[config.mk]
export PLATFORM = sky130hd
export DESIGN_NAME = ram_rw_arbiter
export DESIGN_NICKNAME = d
export VERILOG_FILES = /design/src/rtl/ram_rw_arbiter.sv
export SDC_FILE = /design/constraint.sdc
export NUM_CORES = 1
export LEC_CHECK = 0
export CAP_MARGIN = 20
export CORE_ASPECT_RATIO = 0.9
export CORE_MARGIN = 4
export CORE_UTILIZATION = 50
export CTS_CLUSTER_DIAMETER = 60
export DETAILED_ROUTE_END_ITERATION = 8
export GPL_TIMING_DRIVEN = 0
export PLACE_DENSITY = 0.76
export SLEW_MARGIN = 20
export SYNTH_ARGS = -nofsm -noshare
export SYNTH_HDL_FRONTEND = slang
export SYNTH_SLANG_ARGS = --single-unit
[constraint.sdc]
create_clock -name clk -period 2.3 [get_ports clk]
set_clock_uncertainty 0.15 [all_clocks]
set_input_delay 0.46 -clock clk [delete_from_list [all_inputs] [get_ports clk]]
set_output_delay 0.46 -clock clk [all_outputs]
set_load 0.1 [all_outputs]
[src/rtl/ram_rw_arbiter.sv]
// Purpose: round-robin owner of the single RAM_RW transfer port for recorder (0), player (1) and denoise engine (2).
// Latency: grant, owner and req_valid appear one clk after a request is seen in IDLE; every output is registered.
// Backpressure: req_valid is held until req_ready (or timeout), release waits for busy low, then a GAP_CYCLES stop guard.
module ram_rw_arbiter #(
   parameter int GAP_CYCLES     = 4,
   parameter int TIMEOUT_CYCLES = 1024
) (
   input  logic       clk,
   input  logic       daclrck,
   input  logic [2:0] rq_req,
   input  logic [2:0] rq_type,
   input  logic [2:0] rq_target,
   input  logic [2:0] rq_stop,
   output logic [2:0] rq_grant,
   output logic [2:0] rq_done,
   output logic       req_valid,
   output logic       req_type,
   output logic       req_target,
   output logic       stop,
   input  logic       req_ready,
   input  logic       busy,
   output logic [1:0] owner,
   output logic       timeout_err
);

   localparam int GW = (GAP_CYCLES > 1) ? $clog2(GAP_CYCLES) : 1;
   localparam int TW = $clog2(TIMEOUT_CYCLES);
   localparam logic [GW-1:0] GAP_LAST = GW'(GAP_CYCLES - 1);
   localparam logic [TW-1:0] TO_LAST  = TW'(TIMEOUT_CYCLES - 1);

   typedef enum logic [2:0] {IDLE, ISSUE, ACTIVE, RELEASE, GAP} state_t;

   state_t        state_q, state_d;
   logic [1:0]    owner_q, owner_d;
   logic [1:0]    last_q, last_d;
   logic [2:0]    grant_q, grant_d;
   logic [2:0]    done_q, done_d;
   logic          valid_q, valid_d;
   logic          type_q, type_d;
   logic          target_q, target_d;
   logic          stop_q, stop_d;
   logic          terr_q, terr_d;
   logic          seen_q, seen_d;
   logic [GW-1:0] gap_q, gap_d;
   logic [TW-1:0] to_q, to_d;

   logic          win_vld;
   logic [1:0]    win;
   logic [1:0]    cand;
   logic          own_req;
   logic          own_stop;

   // State and registered outputs; reset drops everything back to idle with stop asserted.
   always_ff @(posedge clk or posedge daclrck) begin
      if (daclrck) begin
         state_q  <= IDLE;
         owner_q  <= 2'd3;
         last_q   <= 2'd2;
         grant_q  <= 3'b000;
         done_q   <= 3'b000;
         valid_q  <= 1'b0;
         type_q   <= 1'b0;
         target_q <= 1'b0;
         stop_q   <= 1'b1;
         terr_q   <= 1'b0;
         seen_q   <= 1'b0;
         gap_q    <= '0;
         to_q     <= '0;
      end else begin
         state_q  <= state_d;
         owner_q  <= owner_d;
         last_q   <= last_d;
         grant_q  <= grant_d;
         done_q   <= done_d;
         valid_q  <= valid_d;
         type_q   <= type_d;
         target_q <= target_d;
         stop_q   <= stop_d;
         terr_q   <= terr_d;
         seen_q   <= seen_d;
         gap_q    <= gap_d;
         to_q     <= to_d;
      end
   end

   // Next-state logic; outputs are computed for the state being entered so they leave the flops directly.
   always_comb begin
      state_d  = state_q;
      owner_d  = owner_q;
      last_d   = last_q;
      grant_d  = grant_q;
      done_d   = 3'b000;
      valid_d  = valid_q;
      type_d   = type_q;
      target_d = target_q;
      stop_d   = stop_q;
      terr_d   = 1'b0;
      seen_d   = seen_q;
      gap_d    = gap_q;
      to_d     = to_q;

      // Round-robin search starting just after the last owner, wrapping 2 -> 0.
      win_vld = 1'b0;
      win     = 2'd0;
      cand    = last_q;
      for (int k = 0; k < 3; k++) begin
         cand = (cand == 2'd2) ? 2'd0 : cand + 2'd1;
         if (!win_vld && rq_req[cand]) begin
            win_vld = 1'b1;
            win     = cand;
         end
      end

      own_req  = |(rq_req & grant_q);
      own_stop = |(rq_stop & grant_q);

      case (state_q)
         IDLE: begin
            stop_d  = 1'b1;
            valid_d = 1'b0;
            if (win_vld) begin
               state_d  = ISSUE;
               owner_d  = win;
               grant_d  = 3'b001 << win;
               type_d   = rq_type[win];
               target_d = rq_target[win];
               valid_d  = 1'b1;
               stop_d   = 1'b0;
               to_d     = '0;
            end
         end
         ISSUE: begin
            if (req_ready) begin
               state_d = ACTIVE;
               valid_d = 1'b0;
               stop_d  = 1'b0;
               seen_d  = 1'b0;
            end else if (!own_req || to_q == TO_LAST) begin
               // Withdraw or timeout: no done pulse, but the pointer still moves on.
               terr_d  = own_req;
               state_d = GAP;
               valid_d = 1'b0;
               stop_d  = 1'b1;
               grant_d = 3'b000;
               owner_d = 2'd3;
               last_d  = owner_q;
               gap_d   = '0;
            end else begin
               to_d = to_q + 1'b1;
            end
         end
         ACTIVE: begin
            if (!own_req || own_stop || (seen_q && !busy)) begin
               state_d = RELEASE;
               stop_d  = 1'b1;
            end else begin
               stop_d = 1'b0;
               if (busy) begin
                  seen_d = 1'b1;
               end
            end
         end
         RELEASE: begin
            stop_d = 1'b1;
            if (!busy) begin
               done_d  = grant_q;
               grant_d = 3'b000;
               owner_d = 2'd3;
               last_d  = owner_q;
               state_d = GAP;
               gap_d   = '0;
            end
         end
         GAP: begin
            stop_d = 1'b1;
            if (gap_q == GAP_LAST) begin
               state_d = IDLE;
            end else begin
               gap_d = gap_q + 1'b1;
            end
         end
         default: begin
            state_d = IDLE;
         end
      endcase
   end

   assign rq_grant    = grant_q;
   assign rq_done     = done_q;
   assign req_valid   = valid_q;
   assign req_type    = type_q;
   assign req_target  = target_q;
   assign stop        = stop_q;
   assign owner       = owner_q;
   assign timeout_err = terr_q;

endmodule

==> flow_summary_export.csv <==
group,metric,value,unit
cells_and_area,fin_area,2160,um^2
cells_and_area,layout-drive-gt1-share,0.153,
flow_run,maxCapViolCount,0,
sta,slew_headroom,0.352,
floorplan,die_area,4300,um^2
floorplan,die_w,68.7,um
yosys,synth_nets,192,
sta,fin_crit,2.26,ns
yosys,synth_top_area_cell,"dfrtp_1",
critical_path,worstPathRequired,1.69,ns
clock_tree,cts_buffer_depth,2,
sta,tightestPinTransition,0.975,ns
critical_path,path_depth,1,
detailed_routing,dr_total_vias,1496,
clock_tree,clkLatencyLatePin,0.28,ns
grt,grt_max_degree,18,
power_and_ir_drop,p_per_area,1340,nW/um^2
yosys,synth_seq_cells,31,
yosys,ys.flop_type,"dfrtp_1",
detailed_routing,wl_per_cell,15.1,um
cells_and_area,diodes,0,
sta,finalHoldViolations,0,
critical_path,arrival,1.65,ns
outcome,outcome,"finished clean",
cells_and_area,post-route-util,0.694,
grt,antenna_found_initial,0,
floorplan,pin_count,29,
yosys,syn_area,1660,um^2
yosys,postSynthCellCount,174,
critical_path,slowest_stage,"dlygate4sd2_1",
power_and_ir_drop,leakagePower,0.979,nW
detailed_routing,wirelength,3880,um
critical_path,critPathBufInv,1,
critical_path,cpPeakStageDelay,0.85,ns
clock_tree,cts_sinks,31,
clock_tree,cts_max_level,2,
yosys,synth_edf_count,0,
place,gp_congestion,0.898,
sta,fin_crit_sh,0.983,
critical_path,ff2ff_path_depth,7,
yosys,ys_warn_count,0,
floorplan,die_height,62.6,um
grt,overflow,0,
critical_path,cp-start-kind,"flip-flop",
grt,grt_pass1_wl,6800,um
cells_and_area,instances_no_fill,257,
clock_tree,numCtsBuffers,5,
grt,track_usage,0.205,
place,portBuffers,28,
sta,rsz0062_at_grt,"no",
yosys,synth-async-reset-ratio,1.00,
cells_and_area,multi_input_area,861,um^2
sta,setup_ws,0.0389,ns
detailed_routing,drc,0,
critical_path,path_cells,"dlygate4sd2_1",
sta,finalMaxSlewViolations,0,
place,placed_area,2010,um^2
place,dp_slack,-0.496,ns
power_and_ir_drop,total_power,2.89,mW
yosys,yosysUniqueCellTypes,53,
cells_and_area,n_fill_cell,252,
detailed_routing,routed_via_density,5.82,
detailed_routing,first_pass_iters,4,
floorplan,core,3110,um^2
place,place_hpwl,2910,um
critical_path,setup.worst_path.class,"reg -> out",
power_and_ir_drop,ir_drop,0.00117,V
clock_tree,root_buffer,"clkbuf_8",
yosys,syn_avg_cell_area,9.54,um^2
floorplan,rows,19,
clock_tree,cts_tree,"done",
cells_and_area,regArea,785,um^2
floorplan,initial_utilization,0.533,
detailed_routing,final_antenna_net_count,0,
cells_and_area,areaGrowthSynthToFinish,30.2,%
yosys,ys_top_cells_by_area,"dfrtp_1 41%, dfstp_2 6.3%, nand2_1 5.0%, o21ai_0 4.8%, nand3_1 2.7%",
place,place_inst,245,
min_path,hold_path_class,"reg -> reg",
sta,max_freq,442,MHz
critical_path,critPathTopFamily,"buffers and inverters",
yosys,ys_seq_area_frac,0.471,
clock_tree,clkTransAtPathRegs,0.06,ns
cells_and_area,nets,232,
min_path,hold_depth,2,
sta,setup_violations,0,
yosys,synth_top_area_frac,0.407,
critical_path,end_kind,"output port",
grt,grt_pass1_vias,1455,
detailed_routing,drtIter0Drc,87,
critical_path,critPathMaxFanout,2,
==> layout make-up <==
class	count	area share
Buffer	6	0.0162
Clock buffer	7	0.0353
Clock inverter	1	0.00232
Inverter	8	0.0139
Multi-Input combinational cell	129	0.398
Sequential cell	31	0.363
Tap cell	42	0.0243
Timing Repair Buffer	33	0.146
==> report_power, final <==
group	total (mW)	switching, mW	internal (mW)	leakage, nW
sequential	0.860	0.122	0.738	0.399
combinational	1.63	1.17	0.460	0.539
clock	0.401	0.189	0.212	0.0422
==> kinds of logic after synthesis <==
kind of cell | share of synthesized area
buf+inv | 0.0377
mux | 0.0181
flops | 0.471
compound gates | 0.242
fa+ha+maj | 0.0151
simple gates | 0.216
==> synthesized netlist by cell type, drive strengths merged, types with 4 or more instances <==
library cell and n:
dfrtp 27, nand2 22, o21ai 18, nand3 9, inv 8, nor2 8, a21oi 4, and2 4
dfstp 4, nor2b 4, nor3 4, o311ai 4
==> path summary, 6_finish.rpt <==
| path | start | endpoint | slack [ns] |
|---|---|---|---|
| min in group asynchronous | daclrck | req_target$_DFFE_PP0P_ | 0.41 |
| max reg2reg | state_q[1]$_DFFE_PP0P_ | state_q[0]$_DFFE_PP0P_ | 0.07 |
| min reg2reg | stop$_DFFE_PP1P_ | stop$_DFFE_PP1P_ | 0.34 |
| max | stop$_DFFE_PP1P_ | stop | 0.04 |
| max in group asynchronous | daclrck | rq_grant[2]$_DFFE_PP0P_ | 1.05 |
| min | stop$_DFFE_PP1P_ | stop$_DFFE_PP1P_ | 0.34 |
==> registers in the layout (all words and copies together) (netlist names) <==
signal,cells
gap_q,2
last_q,2
owner,2
req_target,1
req_type,1
req_valid,1
rq_done,3
rq_grant,3
seen_q,1
state_q,3
stop,1
timeout_err,1
to_q,10
==> metal layers <==
layer / global-route usage / share of wire / up-vias
li1: - / - / 741
met1: 0.300 / 0.49 / 717
met2: 0.286 / 0.45 / 32
met3: 0.0594 / 0.046 / 6
met4: 0.0754 / 0.012 / 0
met5: 0 / 0 / -
==> layout by cell type, fill, tap and decap left out, drive strengths merged, types with 2 or more instances in the layout <==
| cell | netlist | final |
|---|---|---|
| mux2i | 3 | 3 |
| o311ai | 4 | 4 |
| and3 | 2 | 2 |
| inv | 8 | 8 |
| o211ai | 2 | 2 |
| o221ai | 3 | 3 |
| clkbuf | 3 | 10 |
| nand4 | 2 | 2 |
| nor2 | 8 | 8 |
| nand3 | 9 | 9 |
| a21oi | 4 | 4 |
| a31o | 2 | 2 |
| o22ai | 2 | 2 |
| nor2b | 4 | 4 |
| nand2 | 22 | 22 |
| dlygate4sd2 | 0 | 11 |
| dfrtp | 27 | 27 |
| a22o | 2 | 2 |
| o31ai | 2 | 2 |
| nor3 | 4 | 4 |
| a311oi | 2 | 2 |
| nor4 | 3 | 3 |
| a211o | 2 | 2 |
| dlymetal6s2s | 0 | 2 |
| clkdlybuf4s50 | 0 | 13 |
| a22oi | 2 | 2 |
| nand2b | 2 | 2 |
| clkdlybuf4s15 | 0 | 2 |
| and2 | 4 | 4 |
| o21ai | 18 | 18 |
| buf | 3 | 8 |
| dfstp | 4 | 4 |
| ha | 2 | 2 |
| or2 | 2 | 2 |
| a211oi | 2 | 2 |
==> worst min-delay path, cell delays in order, from the launching register on <==
cell and delay, ns:
dfstp_2 0.36, o21ai_0 0.06, nand2_1 0.06
==> metrics by stage <==
step / TNS [ns] / hold slack [ns]
after CTS: 0 / 0.337
after global placement: -8.19 / 0.326
after floorplan: 0 / 0.314
after global routing: 0 / 0.383
final: 0 / 0.339
after detailed placement: -8.56 / 0.324
==> what timing repair did <==
item,4_1_cts,5_1_grt
endpoints found under the setup margin,31,16
resized for setup,16,11
buffers inserted,3,1
pin swaps,1,1
hold buffers,0,0
Power figures use the tool's default switching activity.
